--- src/rtl/cpu_defs.sv ---
// Shared definitions for the decode-stage hazard/forwarding logic.
package cpu_defs;

    // Architectural register address width (32 registers, r0 hard-wired to zero).
    localparam int REG_AW = 5;

    // Operand source encoding reported on fwd_sel1/fwd_sel2.
    typedef enum logic [1:0] {
        FWD_REG = 2'd0,
        FWD_EX  = 2'd1,
        FWD_MEM = 2'd2,
        FWD_WB  = 2'd3
    } fwd_sel_t;

    // One in-flight register write tracked per pipeline slot.
    typedef struct packed {
        logic              valid;
        logic [REG_AW-1:0] waddr;
        logic              load;
    } slot_t;

    // A slot supplies a read port when the port is enabled, the slot holds a
    // live write to the same register, and that register is not r0.
    function automatic logic slot_hit(slot_t s, logic re, logic [REG_AW-1:0] raddr);
        return re & s.valid & (s.waddr == raddr) & (raddr != '0);
    endfunction

endpackage

--- src/rtl/id_hazard_ctrl_if.sv ---
// Decode-side bundle of the hazard controller: operand requests, register
// file data, result buses, pipeline controls and the resolved operands.
interface id_hazard_ctrl_if #(
    parameter int DW = 32,
    parameter int AW = 5,
    parameter int CW = 16
);
    logic          id_valid;
    logic          id_re1;
    logic [AW-1:0] id_raddr1;
    logic          id_re2;
    logic [AW-1:0] id_raddr2;
    logic          id_we;
    logic [AW-1:0] id_waddr;
    logic          id_load;
    logic [DW-1:0] reg_data1;
    logic [DW-1:0] reg_data2;
    logic [DW-1:0] ex_wdata;
    logic [DW-1:0] mem_wdata;
    logic [DW-1:0] wb_wdata;
    logic          ex_busy;
    logic          flush;
    logic [DW-1:0] fwd_data1;
    logic [DW-1:0] fwd_data2;
    logic [1:0]    fwd_sel1;
    logic [1:0]    fwd_sel2;
    logic          stall_id;
    logic          issue;
    logic [CW-1:0] bubble_cnt;

    // Pipeline side: drives decode state and result buses, consumes operands.
    modport master (
        output id_valid, id_re1, id_raddr1, id_re2, id_raddr2,
        output id_we, id_waddr, id_load,
        output reg_data1, reg_data2, ex_wdata, mem_wdata, wb_wdata,
        output ex_busy, flush,
        input  fwd_data1, fwd_data2, fwd_sel1, fwd_sel2,
        input  stall_id, issue, bubble_cnt
    );

    // Hazard controller side.
    modport slave (
        input  id_valid, id_re1, id_raddr1, id_re2, id_raddr2,
        input  id_we, id_waddr, id_load,
        input  reg_data1, reg_data2, ex_wdata, mem_wdata, wb_wdata,
        input  ex_busy, flush,
        output fwd_data1, fwd_data2, fwd_sel1, fwd_sel2,
        output stall_id, issue, bubble_cnt
    );
endinterface

--- src/rtl/fwd_mux.sv ---
// Per-port operand selector: youngest matching writer wins (EX > MEM > WB),
// otherwise the register file value passes through.
module fwd_mux
    import cpu_defs::*;
#(
    parameter int DW = 32
) (
    input  logic [2:0]    match,     // {EX, MEM, WB} hits for this port
    input  logic [DW-1:0] reg_data,
    input  logic [DW-1:0] ex_data,
    input  logic [DW-1:0] mem_data,
    input  logic [DW-1:0] wb_data,
    output fwd_sel_t      sel,
    output logic [DW-1:0] data
);

    // Priority select of the operand source.
    always_comb begin
        // NOTE: defaults first so every path assigns sel/data and no latch is inferred.
        sel  = FWD_REG;
        data = reg_data;
        if (match[2]) begin
            sel  = FWD_EX;
            data = ex_data;
        end else if (match[1]) begin
            sel  = FWD_MEM;
            data = mem_data;
        end else if (match[0]) begin
            sel  = FWD_WB;
            data = wb_data;
        end
    end

endmodule

--- src/rtl/id_hazard_ctrl.sv ---
// Decode-stage scoreboard: tracks writes in EX/MEM/WB, forwards operands,
// stalls on load-use and freezes while EX runs a multi-cycle operation.
// The slot record is sized by cpu_defs::REG_AW, so AW must equal it.
module id_hazard_ctrl
    import cpu_defs::*;
#(
    parameter int DW = 32,
    parameter int AW = REG_AW,
    parameter int CW = 16
) (
    input  logic             clk,
    input  logic             rst,
    id_hazard_ctrl_if.slave  bus
);

    slot_t         ex_q, mem_q, wb_q;
    logic [CW-1:0] bubble_q;

    logic [2:0]    match1, match2;
    fwd_sel_t      sel1, sel2;
    logic [DW-1:0] data1, data2;
    logic          load_use;
    logic          stall;
    logic          issue_int;
    logic [AW-1:0] raddr1, raddr2;

    assign raddr1 = bus.id_raddr1;
    assign raddr2 = bus.id_raddr2;

    // Per-port hit vectors against the three in-flight slots.
    always_comb begin
        match1 = {slot_hit(ex_q,  bus.id_re1, raddr1),
                  slot_hit(mem_q, bus.id_re1, raddr1),
                  slot_hit(wb_q,  bus.id_re1, raddr1)};
        match2 = {slot_hit(ex_q,  bus.id_re2, raddr2),
                  slot_hit(mem_q, bus.id_re2, raddr2),
                  slot_hit(wb_q,  bus.id_re2, raddr2)};
    end

    fwd_mux #(.DW(DW)) u_fwd1 (
        .match    (match1),
        .reg_data (bus.reg_data1),
        .ex_data  (bus.ex_wdata),
        .mem_data (bus.mem_wdata),
        .wb_data  (bus.wb_wdata),
        .sel      (sel1),
        .data     (data1)
    );

    fwd_mux #(.DW(DW)) u_fwd2 (
        .match    (match2),
        .reg_data (bus.reg_data2),
        .ex_data  (bus.ex_wdata),
        .mem_data (bus.mem_wdata),
        .wb_data  (bus.wb_wdata),
        .sel      (sel2),
        .data     (data2)
    );

    // A load in EX cannot forward yet: its consumer must wait one cycle.
    assign load_use  = bus.id_valid & ex_q.valid & ex_q.load & (match1[2] | match2[2]);
    assign stall     = load_use | bus.ex_busy;
    assign issue_int = bus.id_valid & ~stall & ~bus.flush;

    // Everything visible is forced to zero while reset is held.
    assign bus.fwd_data1  = rst ? '0 : data1;
    assign bus.fwd_data2  = rst ? '0 : data2;
    assign bus.fwd_sel1   = rst ? 2'b00 : sel1;
    assign bus.fwd_sel2   = rst ? 2'b00 : sel2;
    assign bus.stall_id   = rst ? 1'b0 : stall;
    assign bus.issue      = rst ? 1'b0 : issue_int;
    assign bus.bubble_cnt = rst ? '0 : bubble_q;

    // Slot shift and bubble counting; everything holds while EX is busy.
    always_ff @(posedge clk) begin
        if (rst) begin
            ex_q     <= '0;
            mem_q    <= '0;
            wb_q     <= '0;
            bubble_q <= '0;
        end else if (!bus.ex_busy) begin
            // NOTE: non-blocking so MEM takes the old EX and WB the old MEM in one edge.
            wb_q  <= mem_q;
            mem_q <= ex_q;
            ex_q  <= '{valid: issue_int & bus.id_we & (bus.id_waddr != '0),
                       waddr: bus.id_waddr,
                       load:  bus.id_load};
            if (load_use && !bus.flush && bubble_q != '1)
                bubble_q <= bubble_q + CW'(1);
        end
    end

endmodule

--- src/flat_wrapper.sv ---
// flat-port wrapper written by rule: the top's interface ports become plain ports
module id_hazard_ctrl_flat import cpu_defs::*;
#(
    parameter int DW = 32,
    parameter int AW = REG_AW,
    parameter int CW = 16
)
  (clk, rst, bus_id_valid, bus_id_re1, bus_id_raddr1, bus_id_re2, bus_id_raddr2, bus_id_we, bus_id_waddr, bus_id_load, bus_reg_data1, bus_reg_data2, bus_ex_wdata, bus_mem_wdata, bus_wb_wdata, bus_ex_busy, bus_flush, bus_fwd_data1, bus_fwd_data2, bus_fwd_sel1, bus_fwd_sel2, bus_stall_id, bus_issue, bus_bubble_cnt);
  id_hazard_ctrl_if #(.DW(DW), .AW(AW), .CW(CW)) bus_i ();
  input  logic clk;
  input  logic rst;
  input wire logic [$bits(bus_i.id_valid)-1:0] bus_id_valid;
  input wire logic [$bits(bus_i.id_re1)-1:0] bus_id_re1;
  input wire logic [$bits(bus_i.id_raddr1)-1:0] bus_id_raddr1;
  input wire logic [$bits(bus_i.id_re2)-1:0] bus_id_re2;
  input wire logic [$bits(bus_i.id_raddr2)-1:0] bus_id_raddr2;
  input wire logic [$bits(bus_i.id_we)-1:0] bus_id_we;
  input wire logic [$bits(bus_i.id_waddr)-1:0] bus_id_waddr;
  input wire logic [$bits(bus_i.id_load)-1:0] bus_id_load;
  input wire logic [$bits(bus_i.reg_data1)-1:0] bus_reg_data1;
  input wire logic [$bits(bus_i.reg_data2)-1:0] bus_reg_data2;
  input wire logic [$bits(bus_i.ex_wdata)-1:0] bus_ex_wdata;
  input wire logic [$bits(bus_i.mem_wdata)-1:0] bus_mem_wdata;
  input wire logic [$bits(bus_i.wb_wdata)-1:0] bus_wb_wdata;
  input wire logic [$bits(bus_i.ex_busy)-1:0] bus_ex_busy;
  input wire logic [$bits(bus_i.flush)-1:0] bus_flush;
  output wire logic [$bits(bus_i.fwd_data1)-1:0] bus_fwd_data1;
  output wire logic [$bits(bus_i.fwd_data2)-1:0] bus_fwd_data2;
  output wire logic [$bits(bus_i.fwd_sel1)-1:0] bus_fwd_sel1;
  output wire logic [$bits(bus_i.fwd_sel2)-1:0] bus_fwd_sel2;
  output wire logic [$bits(bus_i.stall_id)-1:0] bus_stall_id;
  output wire logic [$bits(bus_i.issue)-1:0] bus_issue;
  output wire logic [$bits(bus_i.bubble_cnt)-1:0] bus_bubble_cnt;
  assign bus_i.id_valid = bus_id_valid;
  assign bus_i.id_re1 = bus_id_re1;
  assign bus_i.id_raddr1 = bus_id_raddr1;
  assign bus_i.id_re2 = bus_id_re2;
  assign bus_i.id_raddr2 = bus_id_raddr2;
  assign bus_i.id_we = bus_id_we;
  assign bus_i.id_waddr = bus_id_waddr;
  assign bus_i.id_load = bus_id_load;
  assign bus_i.reg_data1 = bus_reg_data1;
  assign bus_i.reg_data2 = bus_reg_data2;
  assign bus_i.ex_wdata = bus_ex_wdata;
  assign bus_i.mem_wdata = bus_mem_wdata;
  assign bus_i.wb_wdata = bus_wb_wdata;
  assign bus_i.ex_busy = bus_ex_busy;
  assign bus_i.flush = bus_flush;
  assign bus_fwd_data1 = bus_i.fwd_data1;
  assign bus_fwd_data2 = bus_i.fwd_data2;
  assign bus_fwd_sel1 = bus_i.fwd_sel1;
  assign bus_fwd_sel2 = bus_i.fwd_sel2;
  assign bus_stall_id = bus_i.stall_id;
  assign bus_issue = bus_i.issue;
  assign bus_bubble_cnt = bus_i.bubble_cnt;
  id_hazard_ctrl #(.DW(DW), .AW(AW), .CW(CW)) u_core (.clk(clk), .rst(rst), .bus(bus_i));
endmodule
--- config.mk ---
export PLATFORM = sky130hd
export DESIGN_NAME = id_hazard_ctrl_flat
export DESIGN_NICKNAME = d
export VERILOG_FILES = /design/src/rtl/cpu_defs.sv /design/src/rtl/id_hazard_ctrl_if.sv /design/src/rtl/fwd_mux.sv /design/src/rtl/id_hazard_ctrl.sv /design/src/flat_wrapper.sv
export SDC_FILE = /design/constraint.sdc
export NUM_CORES = 1
export LEC_CHECK = 0
export BUFFER_PORTS_ARGS = -buffer_cell sky130_fd_sc_hd__buf_2
export CAP_MARGIN = 40
export CORE_ASPECT_RATIO = 0.6
export CORE_MARGIN = 2
export CORE_UTILIZATION = 45
export CTS_CLUSTER_SIZE = 20
export DETAILED_ROUTE_END_ITERATION = 6
export HOLD_SLACK_MARGIN = 0.12
export PLACE_DENSITY = 0.91
export REMOVE_ABC_BUFFERS = 1
export SLEW_MARGIN = 5
export SYNTH_ARGS = -nofsm -noshare
export SYNTH_HDL_FRONTEND = slang
export SYNTH_SLANG_ARGS = --single-unit
--- constraint.sdc ---
create_clock -name clk -period 4.2 [get_ports clk]
set_input_delay 0.63 -clock clk [delete_from_list [all_inputs] [get_ports clk]]
set_output_delay 0.63 -clock clk [all_outputs]
set_load 0.03 [all_outputs]
==> impl_metrics.py <==
metrics = {
    "layout": {
        "drive_gt1_share_pct": 44.7,
        "final_core_util_pct": 61.8,
        "regArea_sq_um": 701,
        "nets": 947,
        "fill_cells": 828,
        "multi_input_area_sq_um": 3560,
        "stdcell_count": 899,
        "syn2layout_area_growth_pct": 34.7,
    },
    "critical_path": {
        "critPathArrivalTime_ns": 3.17,
        "worst-path-buf-inv": 3,
        "start_kind": "input port",
        "r2r-start": "u_core.ex_q[5]",
        "max_stage_delay_ns": 0.54,
        "worst_ep_required_time_ns": 3.57,
        "path_class": "input port to output pin",
        "reg2regPathDepth": 6,
        "critPathLaunch": "bus_id_raddr1[0]",
        "crit_top_cell": "buf_2",
        "path_cells": "buf_2 > or4_1 > o21ai_0 > nor3_1 > or3_2 > buf_4 > o221ai_2 > buf_2",
        "worst_setup_path_end_kind": "output pin",
        "crit_cells": 8,
        "cp_slowest_cell": "or4_1",
        "cp_top_family": "simple AND/OR/NAND/NOR gates",
        "critPathMaxFanout": 31,
    },
    "timing": {
        "worst_slew_pin_slew_ns": 0.776,
        "clock.fmax_mhz": 263,
        "finClkSkew_ns": 0.00747,
        "rsz0062_at_grt": "false",
        "finalCritPeriodShare_pct": 90.6,
        "relSlewSlack_pct": 48.1,
        "hold_viol_final": 0,
        "setup_violations": 0,
        "period_minus_slack_ns": 3.80,
        "slew_violations": 0,
    },
    "synth": {
        "syn-cell-area_sq_um": 4480,
        "synth-seq-area-share_pct": 15.6,
        "synth.most_common_cell": "mux2i_1",
        "synth_commonest_cells": "mux2i_1 (82), nand3b_1 (66), nor2_1 (41)",
        "yosys.area_share.adder_pct": 0.279,
        "ys.flop_type": "dfxtp_1",
        "yosysTopAreaCell": "mux2i_1",
        "postSynthCellCount": 527,
        "avgSynthCellArea_sq_um": 8.51,
        "synth_top_area_share_pct": 18.3,
        "synth_enable_flop_cells": 0,
        "synthMuxAreaShare_pct": 22.3,
        "synth-simple-area-share_pct": 29.2,
        "synth.area.top_cells": "mux2i_1 (18%), dfxtp_1 (16%), nand3b_1 (11%)",
        "synthXorXnorAreaFrac_pct": 5.86,
        "ys_seq_elements": 35,
        "synth_top_family_by_area": "simple AND/OR/NAND/NOR gates",
        "synth_async_sr_flop_share_pct": 0,
        "synth-compound-area-share_pct": 21.5,
        "ys_types": 41,
        "yosysWarnings": 0,
    },
    "cts": {
        "post-cts-setup-buffer-count": 0,
        "insertion_delay_ns": 0.28,
        "max-clock-path-buffers": 2,
        "cts-root-buf": "clkbuf_16",
        "cts_tree": "done",
        "path_clk_slew_ns": 0.06,
        "clock-sinks": 35,
        "ctsResizeCount": 0,
        "cts_buffers": 5,
        "cts_hold_buf": 0,
        "htreeDepth": 2,
    },
    "power": {
        "power.leakage_nw": 2.51,
        "p_per_area_nw_per_um2": 182,
        "power.total_mw": 1.10,
        "vdd_ir_drop_max_v": 0.000162,
    },
    "min_path": {
        "min_path_cells": 2,
        "holdCritPathClass": "flop to flop",
        "min-delay-start": "u_core.ex_q[0]",
    },
    "die": {
        "initial_core_util_pct": 45.9,
        "io_pins": 270,
        "die_y_microns": 81.3,
        "die_x_microns": 133,
        "core_area_sq_um": 9770,
        "die-area_sq_um": 10800,
        "fp-row-count": 28,
    },
    "detailed_routing": {
        "dr.pass1.iters": 5,
        "drt-wirelength-per-cell_microns": 18.6,
        "viasPerCell": 6.02,
        "antenna_left": 0,
        "vias": 5411,
        "drcViolationCount": 0,
        "wl_microns": 16700,
        "first_iter_violations": 535,
    },
    "global_route": {
        "grt_pass1_vias": 4992,
        "grt_antenna_before_repair": 0,
        "grt_usage_pct": 28.6,
        "gr-total-overflow": 0,
        "grt_pass1_wl_microns": 24800,
        "grt_start_max_net_pins": 70,
    },
    "placement": {
        "placed_cells": 890,
        "place_congestion": 0.886,
        "hpwl_microns": 12800,
        "io_buffers": 269,
    },
    "job": {
        "cap_viol_max_count": 0,
    },
    "outcome": {
        "status": "finished, final reports clean",
    },
}
-- stage by stage --
stage                     setup TNS (ns)  hold WS [ns]  setup slack, ns  cell area [sq um]
after floorplan                  -0.0112         0.478          -0.0112               4250
after global placement                 0         0.508            0.433               5900
after detailed placement               0         0.518            0.389               5900
after CTS                              0         0.533            0.385               6040
after global routing                   0         0.581            0.307               6040
final                                  0         0.542            0.396               6040
-- area by class of cell --
class,count,area share [%]
timing repair buffer,281,24.2
multi-input combinational,439,59.0
sequential,35,11.6
clock inverter,2,0.207
antenna,1,0.0414
clock buffer,6,2.13
tap,135,2.80
-- per-layer routing --
metal	track usage, %	vias to the layer above	share of wire, %
li1	-	2512	-
met1	37.2	2500	42
met2	46.9	371	46
met3	6.80	28	10
met4	10.1	0	1.8
met5	0	-	0
-- worst paths after layout --
kind,endpoint,slack [ns]
min,u_core.ex_q[0],0.54
max reg2reg,u_core.bubble_q[0],1.51
min reg2reg,u_core.ex_q[0],0.54
max,bus_fwd_data1[14],0.40
-- kinds of logic (layout without fill, tap and decap cells) --
group / after synthesis / count (layout)
AOI/OAI and AO/OA: 96 / 96
xor gates and xnor gates: 30 / 30
adders and majority gates: 1 / 1
buffers and inverters: 53 / 289
DFF: 35 / 35
muxes: 98 / 98
other: 0 / 1
and+or+nand+nor: 214 / 214
-- cells in the final DEF (no fill, tap or decap), drive strengths merged, types with 4 or more instances in the layout --
master	Yosys	layout
nor2	41	41
xor2	16	16
buf	14	281
xnor2	14	14
o221ai	64	64
dfxtp	35	35
nand3b	66	66
nor4	4	4
nor2b	18	18
mux2	16	16
nand4	8	8
or4	4	4
nand3	10	10
clkbuf	39	6
mux2i	82	82
nand2b	34	34
a21oi	12	12
o211ai	4	4
a211oi	4	4
nor3	7	7
and3	6	6
nand2	7	7
and4	5	5
-- power by group --
group / switching, mW / total [mW] / internal [mW]
logic: 0.222 / 0.383 / 0.161
registers: 0.00909 / 0.347 / 0.338
clock network: 0.150 / 0.369 / 0.219
total: 0.380 / 1.10 / 0.719
-- tightest hold or removal path: stages (launching register included) --
cell,delay (ns)
dfxtp_1,0.36
mux2i_1,0.08
nor2_1,0.07
-- registers in the layout, summed over array words and instances (netlist names) --
name             count
u_core.bubble_q     16
u_core.ex_q          7
u_core.mem_q         6
u_core.wb_q          6
Power figures use the tool's default switching activity.
